File: config.mk
export PLATFORM = sky130hd
export DESIGN_NAME = keypad_scan_ctrl_flat
export DESIGN_NICKNAME = d
export VERILOG_FILES = /design/src/rtl/keypad_pkg.sv /design/src/rtl/keypad_scan_ctrl_if.sv /design/src/rtl/kp_sync2.sv /design/src/rtl/keypad_scan_ctrl.sv /design/src/flat_wrapper.sv
export SDC_FILE = /design/constraint.sdc
export NUM_CORES = 1
export LEC_CHECK = 0
export BUFFER_PORTS_ARGS = -buffer_cell sky130_fd_sc_hd__buf_2
export CORE_MARGIN = 5
export CORE_UTILIZATION = 37
export CTS_CLUSTER_SIZE = 24
export DETAILED_ROUTE_END_ITERATION = 16
export PLACE_DENSITY_LB_ADDON = 0.1
export SYNTH_ARGS = -nofsm -noshare
export SYNTH_HDL_FRONTEND = slang
export SYNTH_SLANG_ARGS = --single-unit
File: constraint.sdc
create_clock -name clk_100M -period 14.1 [get_ports clk_100M]
set_input_delay 4.23 -clock clk_100M [delete_from_list [all_inputs] [get_ports clk_100M]]
set_output_delay 4.23 -clock clk_100M [all_outputs]
set_load 0.02 [all_outputs]
File: src/rtl/keypad_pkg.sv
// Shared constants, state encoding and helpers for the 4x4 keypad scanner.
package keypad_pkg;

  localparam int unsigned ROWS = 4;
  localparam int unsigned COLS = 4;
  localparam logic [15:0] KEY_NONE = 16'hFFFF;

  typedef enum logic [1:0] {
    S_OFF   = 2'd0,
    S_SCAN  = 2'd1,
    S_FRAME = 2'd2
  } state_e;

  // One-cold row drive for the given row index.
  function automatic logic [3:0] row_drive(logic [1:0] idx);
    logic [3:0] one;
    one = 4'b0001;
    return ~(one << idx);
  endfunction

  function automatic logic [4:0] popcount16(logic [15:0] v);
    logic [4:0] n;
    n = 5'd0;
    for (int i = 0; i < 16; i++) begin
      n = n + {4'd0, v[i]};
    end
    return n;
  endfunction

endpackage

File: src/rtl/keypad_scan_ctrl_if.sv
// Keypad pin and encoder-side signal bundle for the scan controller.
interface keypad_scan_ctrl_if;
  logic        scan_en;
  logic [3:0]  col_n;
  logic [3:0]  row_n;
  logic [15:0] key_num;
  logic        frame_tick;
  logic        multi_key;

  // Environment side: enables scanning and presents the column pins.
  modport master (
    output scan_en,
    output col_n,
    input  row_n,
    input  key_num,
    input  frame_tick,
    input  multi_key
  );

  // Scanner side.
  modport slave (
    input  scan_en,
    input  col_n,
    output row_n,
    output key_num,
    output frame_tick,
    output multi_key
  );
endinterface

File: src/rtl/kp_sync2.sv
// Two-flop synchronizer for the asynchronous keypad column inputs.
module kp_sync2 (
  input  logic       clk_i,
  input  logic       rst_ni,
  input  logic [3:0] d_i,
  output logic [3:0] q_o
);

  logic [3:0] meta_q;
  logic [3:0] sync_q;

  // Columns are pulled up, so idle is all ones.
  always_ff @(posedge clk_i or negedge rst_ni) begin
    if (!rst_ni) begin
      meta_q <= 4'hF;
      sync_q <= 4'hF;
    end else begin
      meta_q <= d_i;
      sync_q <= meta_q;
    end
  end

  assign q_o = sync_q;

endmodule

File: src/rtl/keypad_scan_ctrl.sv
// 4x4 keypad row scanner with whole-frame debounce and multi-key flag.
module keypad_scan_ctrl
  import keypad_pkg::*;
#(
  parameter int unsigned SCAN_DIV        = 1000,
  parameter int unsigned DEBOUNCE_FRAMES = 4,
  parameter int unsigned CNT_W           = 16
) (
  input  logic               clk_100M,
  input  logic               rst_n,
  keypad_scan_ctrl_if.slave  bus
);

  localparam int unsigned StW = (DEBOUNCE_FRAMES < 1) ? 1 : $clog2(DEBOUNCE_FRAMES + 1);
  localparam logic [CNT_W-1:0] CntLast = CNT_W'(SCAN_DIV - 1);
  localparam logic [StW-1:0]   StMax   = StW'(DEBOUNCE_FRAMES);

  state_e           state_q;
  logic [1:0]       idx_q;
  logic [CNT_W-1:0] cnt_q;
  logic [15:0]      raw_q;
  logic [15:0]      prev_raw_q;
  logic [StW-1:0]   stable_q;
  logic [3:0]       row_n_q;
  logic [15:0]      key_num_q;
  logic             frame_tick_q;
  logic             multi_key_q;

  logic [3:0]       col_s;
  logic [15:0]      raw_frame;
  logic [StW-1:0]   stable_d;
  logic             commit;

  kp_sync2 u_sync (
    .clk_i  (clk_100M),
    .rst_ni (rst_n),
    .d_i    (bus.col_n),
    .q_o    (col_s)
  );

  // Frame as it will look once the current slot's sample lands; the debounce
  // decision is made on the edge entering S_FRAME so key_num and frame_tick
  // are visible together during that cycle.
  always_comb begin
    raw_frame = raw_q;
    raw_frame[{idx_q, 2'b00} +: 4] = col_s;
    if (raw_frame != prev_raw_q) begin
      stable_d = StW'(1);
    end else if (stable_q >= StMax) begin
      stable_d = StMax;
    end else begin
      stable_d = stable_q + StW'(1);
    end
    commit = (stable_d >= StMax);
  end

  always_ff @(posedge clk_100M or negedge rst_n) begin
    if (!rst_n) begin
      state_q      <= S_OFF;
      idx_q        <= 2'd0;
      cnt_q        <= '0;
      raw_q        <= KEY_NONE;
      prev_raw_q   <= KEY_NONE;
      stable_q     <= StMax;
      row_n_q      <= 4'hF;
      key_num_q    <= KEY_NONE;
      frame_tick_q <= 1'b0;
      multi_key_q  <= 1'b0;
    end else begin
      frame_tick_q <= 1'b0;
      multi_key_q  <= (popcount16(~key_num_q) >= 5'd2);
      if (!bus.scan_en) begin
        // Park: partial frame is dropped, debounce history is kept.
        state_q <= S_OFF;
        row_n_q <= 4'hF;
        cnt_q   <= '0;
        idx_q   <= 2'd0;
      end else begin
        unique case (state_q)
          S_OFF: begin
            state_q <= S_SCAN;
            row_n_q <= row_drive(2'd0);
            cnt_q   <= '0;
            idx_q   <= 2'd0;
          end
          S_SCAN: begin
            if (cnt_q == CntLast) begin
              cnt_q <= '0;
              raw_q <= raw_frame;
              if (idx_q == 2'd3) begin
                state_q      <= S_FRAME;
                row_n_q      <= 4'hF;
                idx_q        <= 2'd0;
                frame_tick_q <= 1'b1;
                prev_raw_q   <= raw_frame;
                stable_q     <= stable_d;
                if (commit) begin
                  key_num_q <= raw_frame;
                end
              end else begin
                idx_q   <= idx_q + 2'd1;
                row_n_q <= row_drive(idx_q + 2'd1);
              end
            end else begin
              cnt_q <= cnt_q + CNT_W'(1);
            end
          end
          S_FRAME: begin
            state_q <= S_SCAN;
            row_n_q <= row_drive(2'd0);
            cnt_q   <= '0;
            idx_q   <= 2'd0;
          end
          default: begin
            state_q <= S_OFF;
            row_n_q <= 4'hF;
          end
        endcase
      end
    end
  end

  assign bus.row_n      = row_n_q;
  assign bus.key_num    = key_num_q;
  assign bus.frame_tick = frame_tick_q;
  assign bus.multi_key  = multi_key_q;

endmodule

File: src/flat_wrapper.sv
// flat-port wrapper written by rule: the top's interface ports become plain ports
module keypad_scan_ctrl_flat import keypad_pkg::*;
#(
  parameter int unsigned SCAN_DIV        = 1000,
  parameter int unsigned DEBOUNCE_FRAMES = 4,
  parameter int unsigned CNT_W           = 16
)
  (clk_100M, rst_n, bus_scan_en, bus_col_n, bus_row_n, bus_key_num, bus_frame_tick, bus_multi_key);
  keypad_scan_ctrl_if bus_i ();
  input  logic clk_100M;
  input  logic rst_n;
  input wire logic [$bits(bus_i.scan_en)-1:0] bus_scan_en;
  input wire logic [$bits(bus_i.col_n)-1:0] bus_col_n;
  output wire logic [$bits(bus_i.row_n)-1:0] bus_row_n;
  output wire logic [$bits(bus_i.key_num)-1:0] bus_key_num;
  output wire logic [$bits(bus_i.frame_tick)-1:0] bus_frame_tick;
  output wire logic [$bits(bus_i.multi_key)-1:0] bus_multi_key;
  assign bus_i.scan_en = bus_scan_en;
  assign bus_i.col_n = bus_col_n;
  assign bus_row_n = bus_i.row_n;
  assign bus_key_num = bus_i.key_num;
  assign bus_frame_tick = bus_i.frame_tick;
  assign bus_multi_key = bus_i.multi_key;
  keypad_scan_ctrl #(.SCAN_DIV(SCAN_DIV), .DEBOUNCE_FRAMES(DEBOUNCE_FRAMES), .CNT_W(CNT_W)) u_core (.clk_100M(clk_100M), .rst_n(rst_n), .bus(bus_i));
endmodule
==> run metrics, run 1 <==
status completed; Switching Power 0.1060 mW; post-route insts no fill 575; Finished Cell Area 0.004962 mm²; final wirelength 8.917 mm; Post-route DRC 0; Num CTS Buffers 9; post-placement cell count 559; # IOs 29; CP Capture Type register; pre-CTS WS 7142 ps; ranking of synthesized cells by area dfstp_2 (37%), dfrtp_1 (14%), fa_1 (4.6%), ha_1 (4.6%), mux2i_1 (4.6%); maxcap violations 0; DIE WIDTH 118.8 µm; routability cong. 0.7455; Crit path largest cell delay 800 ps; Fillers 1114; fin util 0.4309; CTS H-Tree Depth 3; CP top delay family simple AND/OR/NAND/NOR gates; drt pass-1 iters 6; Fmax achieved 0.1518 GHz; fraction of layout cells with a size suffix above 1 0.2801; largest net degree at the start of global routing 56; power density over cell area 104.1 mW/mm²; initial core utilization 0.3804; vias in the first global route 2842; Mean Syn Cell Area 11.01 µm²; Worst Hold Class reg2reg; Final HPWL DP 6.381 mm; Logic pwr share 0.025; Worst Path Max Fanout 37; # diodes 0; via total after detailed routing 2782; Hold WS 354.9 ps; Multi-input gate area 0.001979 mm²; register area 0.002203 mm²; slowest cell on the critical path nor3_4; Cells after Synth 398; PortBufs 28; clock power share 0.491; cts repair resizes 0; clk slew on worst S/H paths 60 ps; antenna violations before repair 0; peak supply drop 92.22 µV; setup ws final 7514 ps; core area 0.01152 mm²; Die ar. 0.01411 mm²; routed vias/inst 4.838; Initial DRC Count 91; Overall Power 0.5168 mW; nets@finish 460; die height 118.8 µm; global route total overflow 0; count of final max-slew check failures 0; post-CTS setup buffers 0; crit path DAT 6850 ps; DP Area 0.004643 mm²; minimum clock period 6586 ps; cell taking the most area after synthesis dfstp_2; Yosys top cell area share 0.3659; Clock Skew 11.31 ps; first-pass GRT wire length 15.10 mm; Pleak 2.123 nW; post-synthesis net count 431; clock insertion delay at the later pin of the skew report 350 ps; sequential share of the synthesized area 0.5030; kind of critical path in2reg; CP cell instances buf_2 > nand2_1 > nor3_4 > buf_4 > nand2_2 > clkinv_1 > o21ai_1 > nor3_4 > mux2i_1; CTS tree yes; P_int 0.4108 mW; Ys Warns 0; Tightest Pin Transition 973.1 ps; Setup violations, final 0; Tcrit/Tclk final 0.4671; register bit total from synthesis 85; sequential power share 0.484; RSZ-0062 raised after global routing false; gr usage total 0.1359; max_slew headroom 0.3492; Hold Vio Cnt, Final 0; CP required 14360 ps; Rows 39; Worst Path Buf+Inv 3; Sink Count 85; Hold-fix buffers, CTS 0; root buf cell clkbuf_16; CP startpoint kind input pin; Area Overhead vs Synth 13.28%; sw frac 0.2050; Yosys cell types 47; clk buf depth 2; Fin Setup TNS 0 ps; average wire per standard cell 15.51 µm; most frequent CP cell nor3_4; post-route ant nets 0; mapped cell area 0.004380 mm²
## power groups by stage
stage,logic (mW),registers (mW),clock network (mW)
floorplan,0.00507,0.253,0
global placement,0.0135,0.254,0
detailed placement,0.0136,0.254,0
CTS,0.0136,0.250,0.264
global route,0.0153,0.250,0.275
finish,0.0129,0.250,0.254
## cell type report
type | instances | area share
tap | 143 | 0.03606
sequential | 85 | 0.4440
timing repair buffer | 30 | 0.03177
clock inverter | 4 | 0.01462
multi-input combinational | 268 | 0.3989
clock buffer | 12 | 0.04967
inverter | 33 | 0.02496
## cells by family (layout without fill, tap and decap cells)
group,count (synthesis),after routing,synth area share
AO/OA/AOI/OAI,70,70,0.1017
XOR/XNOR,28,28,0.05598
adder cells (fa/ha/maj),26,26,0.09140
buffers and inverters,45,79,0.04513
flip-flops,85,85,0.5030
multiplexers,20,20,0.04570
AND/OR/NAND/NOR,124,124,0.1571
## flip-flops by register name, summed over array words and instances, names as in the netlist, 2 cells and up
| name | cells |
|---|---|
| u_core.state_q | 2 |
| u_core.idx_q | 2 |
| u_core.prev_raw_q | 16 |
| u_core.bus.row_n | 4 |
| u_core.bus.key_num | 16 |
| u_core.stable_q | 3 |
| u_core.u_sync.meta_q | 4 |
| u_core.cnt_q | 16 |
| u_core.raw_q | 16 |
| u_core.u_sync.q_o | 4 |
## path summary, 6_finish.rpt
| check | depth (start not counted) | from | slack, ps | to |
|---|---|---|---|---|
| worst max-delay path | 9 | bus_scan_en | 7510 | u_core.bus.key_num[6]$_DFFE_PN1P_ |
| worst min-delay path | 0 | u_core.u_sync.meta_q[2]$_DFF_PN1_ | 350 | u_core.u_sync.q_o[2]$_DFF_PN1_ |
| worst max register to register | 12 | u_core.bus.key_num[0]$_DFFE_PN1P_ | 9320 | u_core.bus.multi_key$_DFF_PN0_ |
| worst min register to register | 0 | u_core.u_sync.meta_q[2]$_DFF_PN1_ | 350 | u_core.u_sync.q_o[2]$_DFF_PN1_ |
| max in group asynchronous | 2 | rst_n | 9280 | u_core.bus.frame_tick$_DFF_PN0_ |
| min in group asynchronous | 1 | rst_n | 3820 | u_core.cnt_q[0]$_DFFE_PN0N_ |
## layer usage
layer,part of all wire,up-vias,track usage
met5,0,-,0
met4,0.013,0,0.04345
met3,0.031,9,0.04202
met2,0.48,27,0.2146
met1,0.47,1346,0.1789
li1,-,1400,-
## layout by cell type, fill, tap and decap left out, types with 8 or more instances in the layout
cell type | Yosys | routed
dfrtp_1 | 24 | 24
buf_2 | 0 | 27
xnor2_1 | 16 | 16
o21ai_0 | 27 | 27
nor2b_1 | 12 | 12
mux2i_1 | 20 | 20
a31oi_1 | 10 | 10
a21oi_1 | 19 | 19
inv_1 | 32 | 32
nand2_1 | 30 | 30
fa_1 | 10 | 10
xor2_1 | 12 | 12
nand3_1 | 8 | 8
clkbuf_16 | 0 | 9
nor2_1 | 38 | 38
dfstp_2 | 61 | 61
ha_1 | 16 | 16
## synthesized netlist by cell type, drive strengths merged
cell type  count
xor2          12
and4           1
o22a           1
fa            10
clkbuf         9
nand4          8
or4b           1
or2            1
and3b          1
buf            3
nor2b         12
a2111oi        1
o32a           1
nand3          8
mux2i         20
ha            16
o211ai         3
a22o           2
o21ai         28
nor3b          4
nor4           4
inv           32
nor3           4
and3           6
dfstp         61
and2           2
and4b          1
a31oi         15
nor2          38
xnor2         16
a21oi         19
nor4bb         1
dfrtp         24
clkinv         1
nand3b         1
nand2         31
Note: power is estimated with default switching activity, not from simulation.
==> run 2: changes to the inputs <==
==> constraint.sdc (replaced) <==
create_clock -name clk_100M -period 6.7 [get_ports clk_100M]
set_input_delay 2.01 -clock clk_100M [delete_from_list [all_inputs] [get_ports clk_100M]]
set_output_delay 2.01 -clock clk_100M [all_outputs]
set_load 0.02 [all_outputs]
==> run 2 against run 1 <==
  * Sequential share of layout area rose by 0.20 points
  * Worst setup slack worse by 5600 ps
  * Cell count did not move
  * First-iteration DRC count is 24% higher
  * Clock-buffer cell count did not move
  * Non-clock buffer count stayed put
  * Largest cell class unchanged
  * Critical path type is now reg2reg
  * Combinational power increased by 110%
  * Critical endpoint is now u_core.bus.multi_key$_DFF_PN0_
  * Clock skew is 2.5 ps lower
==> run metrics, run 2 (same netlist as run 1, synthesis figures left out) <==
setup ws final 1956 ps (-5557 ps); via total after detailed routing 2859 (+2.8%); fraction of layout cells with a size suffix above 1 0.2801 (unchanged); Num CTS Buffers 9 (unchanged); most frequent CP cell fa_1; root buf cell clkbuf_16; CP startpoint kind register; Die ar. 0.01411 mm² (unchanged); Logic pwr share 0.026 (about the same); routability cong. 0.7755 (+4.0%); Sink Count 85 (unchanged); minimum clock period 4744 ps; first-pass GRT wire length 15.00 mm (-0.69%); cts repair resizes 0 (unchanged); Hold-fix buffers, CTS 0 (unchanged); clock insertion delay at the later pin of the skew report 340 ps (about the same); Worst Hold Class reg2reg; Switching Power 0.2282 mW (+120%); Fin Setup TNS 0 ps (unchanged); routed vias/inst 4.972 (+2.8%); pre-CTS WS 1929 ps (-5214 ps); Overall Power 1.055 mW (+100%); Crit path largest cell delay 620 ps (-180 ps); Worst Path Max Fanout 2 (-95%); P_int 0.8269 mW (+100%); most common cell after layout, fill and taps aside dfstp_2; CP required 6900 ps (-7460 ps); power density over cell area 213.6 mW/mm² (+110%); CTS tree yes; CTS H-Tree Depth 3 (unchanged); Clock Skew 8.809 ps (-2.498 ps); Tcrit/Tclk final 0.7080; antenna violations before repair 0 (unchanged); Hold WS 354.5 ps (-0.4510 ps); gr usage total 0.1341 (-0.001722); core area 0.01152 mm² (unchanged); PortBufs 28 (unchanged); nets@finish 460 (unchanged); DIE WIDTH 118.8 µm (unchanged); met2 routed WL 4.158 mm (-3.2%); Initial DRC Count 113 (+24%); Tightest Pin Transition 988.8 ps (+15.75 ps); crit path DAT 4940 ps (-1910 ps); sw frac 0.2163 (+0.01127); post-CTS setup buffers 0 (unchanged); final wirelength 9.027 mm (+1.2%); sequential power share 0.498 (+0.014); maxcap violations 0 (unchanged); clock power share 0.476 (-0.015); # IOs 29 (unchanged); CP top delay family adder cells; Post-route DRC 0 (unchanged); slowest cell on the critical path or4b_2; initial core utilization 0.3804 (unchanged); DR top layer met4; post-route ant nets 0 (unchanged); Pleak 2.109 nW (-0.66%); drt pass-1 iters 4 (-2); count of final max-slew check failures 0 (unchanged); average wire per standard cell 15.70 µm (+1.2%); max_slew headroom 0.3386 (-0.01054); CP Capture Type register; clk slew on worst S/H paths 60 ps (about the same); Setup violations, final 0 (unchanged); peak supply drop 110.5 µV (+20%); Area Overhead vs Synth 12.77%; WL met3 180 µm (-35%); # diodes 0 (unchanged); clk buf depth 2 (unchanged); Rows 39 (unchanged); status completed; kind of critical path reg2reg; Fmax achieved 0.2108 GHz; CP cell instances inv_1 > ha_1 > fa_1 > fa_1 > fa_1 > fa_1 > fa_1 > inv_1 > fa_1 > a2111oi_0 > a21oi_1 > or4b_2; Worst Path Buf+Inv 2 (-1); die height 118.8 µm (unchanged); Final HPWL DP 6.478 mm (+1.5%); RSZ-0062 raised after global routing false; largest net degree at the start of global routing 65 (+16%); most frequent cells in the layout dfstp_2 (61), nor2_1 (38), inv_1 (32); Hold Vio Cnt, Final 0 (unchanged); global route total overflow 0 (unchanged); met1 WL 4.536 mm (+7.4%); vias in the first global route 2838 (-0.14%)
-- run 2: cell types whose count changed in the layout (fill, tap and decap cells not counted), sizes merged --
cell      change
bufinv        -1
clkinvlp      +1
-- run 2: worst paths after layout --
kind,to,slack (ps),from,cells after the start
max in group asynchronous,u_core.state_q[1]$_DFFE_PN0P_,4060,rst_n,2
min in group asynchronous,u_core.bus.multi_key$_DFF_PN0_,1560,rst_n,1
min,u_core.u_sync.q_o[0]$_DFF_PN1_,350,u_core.u_sync.meta_q[0]$_DFF_PN1_,0
max reg2reg,u_core.bus.multi_key$_DFF_PN0_,1960,u_core.bus.key_num[0]$_DFFE_PN1P_,12
min reg2reg,u_core.u_sync.q_o[0]$_DFF_PN1_,350,u_core.u_sync.meta_q[0]$_DFF_PN1_,0
max,u_core.bus.multi_key$_DFF_PN0_,1960,u_core.bus.key_num[0]$_DFFE_PN1P_,12
-- run 2: power groups by stage --
| stage | clock, mW | combinational (mW) | sequential (mW) |
|---|---|---|---|
| final | 0.502 | 0.0273 | 0.526 |
| after global routing | 0.536 | 0.0319 | 0.526 |
| after CTS | 0.516 | 0.0286 | 0.526 |
| after detailed placement | 0 | 0.0286 | 0.534 |
| after global placement | 0 | 0.0286 | 0.534 |
| after floorplan | 0 | 0.0107 | 0.533 |
-- run 2: through the flow --
stage	instances	cell area, µm²	utilization
global placement	559	4643	0.4032
floorplan	398	4380	-
finish	575	4940	0.4289
CTS	575	4940	0.4289
detailed placement	559	4643	0.4032
global route	575	4940	0.4289
-- run 2: worst register-to-register path: cells and delay by family, from the launching register on --
kind | cells | cell delay [ps]
adder cells (fa/ha/maj) | 7 | 2910
AND/OR/NAND/NOR | 1 | 620
flip-flops | 1 | 520
AO/OA/AOI/OAI | 2 | 450
buffers and inverters | 2 | 110
-- run 2: area by class of cell --
type,instances,area [µm²]
fill,1119,6576
sequential,85,2203
tap,143,178.9
multi-input combinational,268,1979
inverter,33,123.9
clock buffer,12,246.5
timing repair buffer,30,157.7
clock inverter,4,50.05
-- run 2: metal layers --
metal / vias up / track usage
met5: - / 0
met4: 0 / 0.05648
met3: 10 / 0.02579
met2: 35 / 0.2014
met1: 1409 / 0.1899
li1: 1405 / -
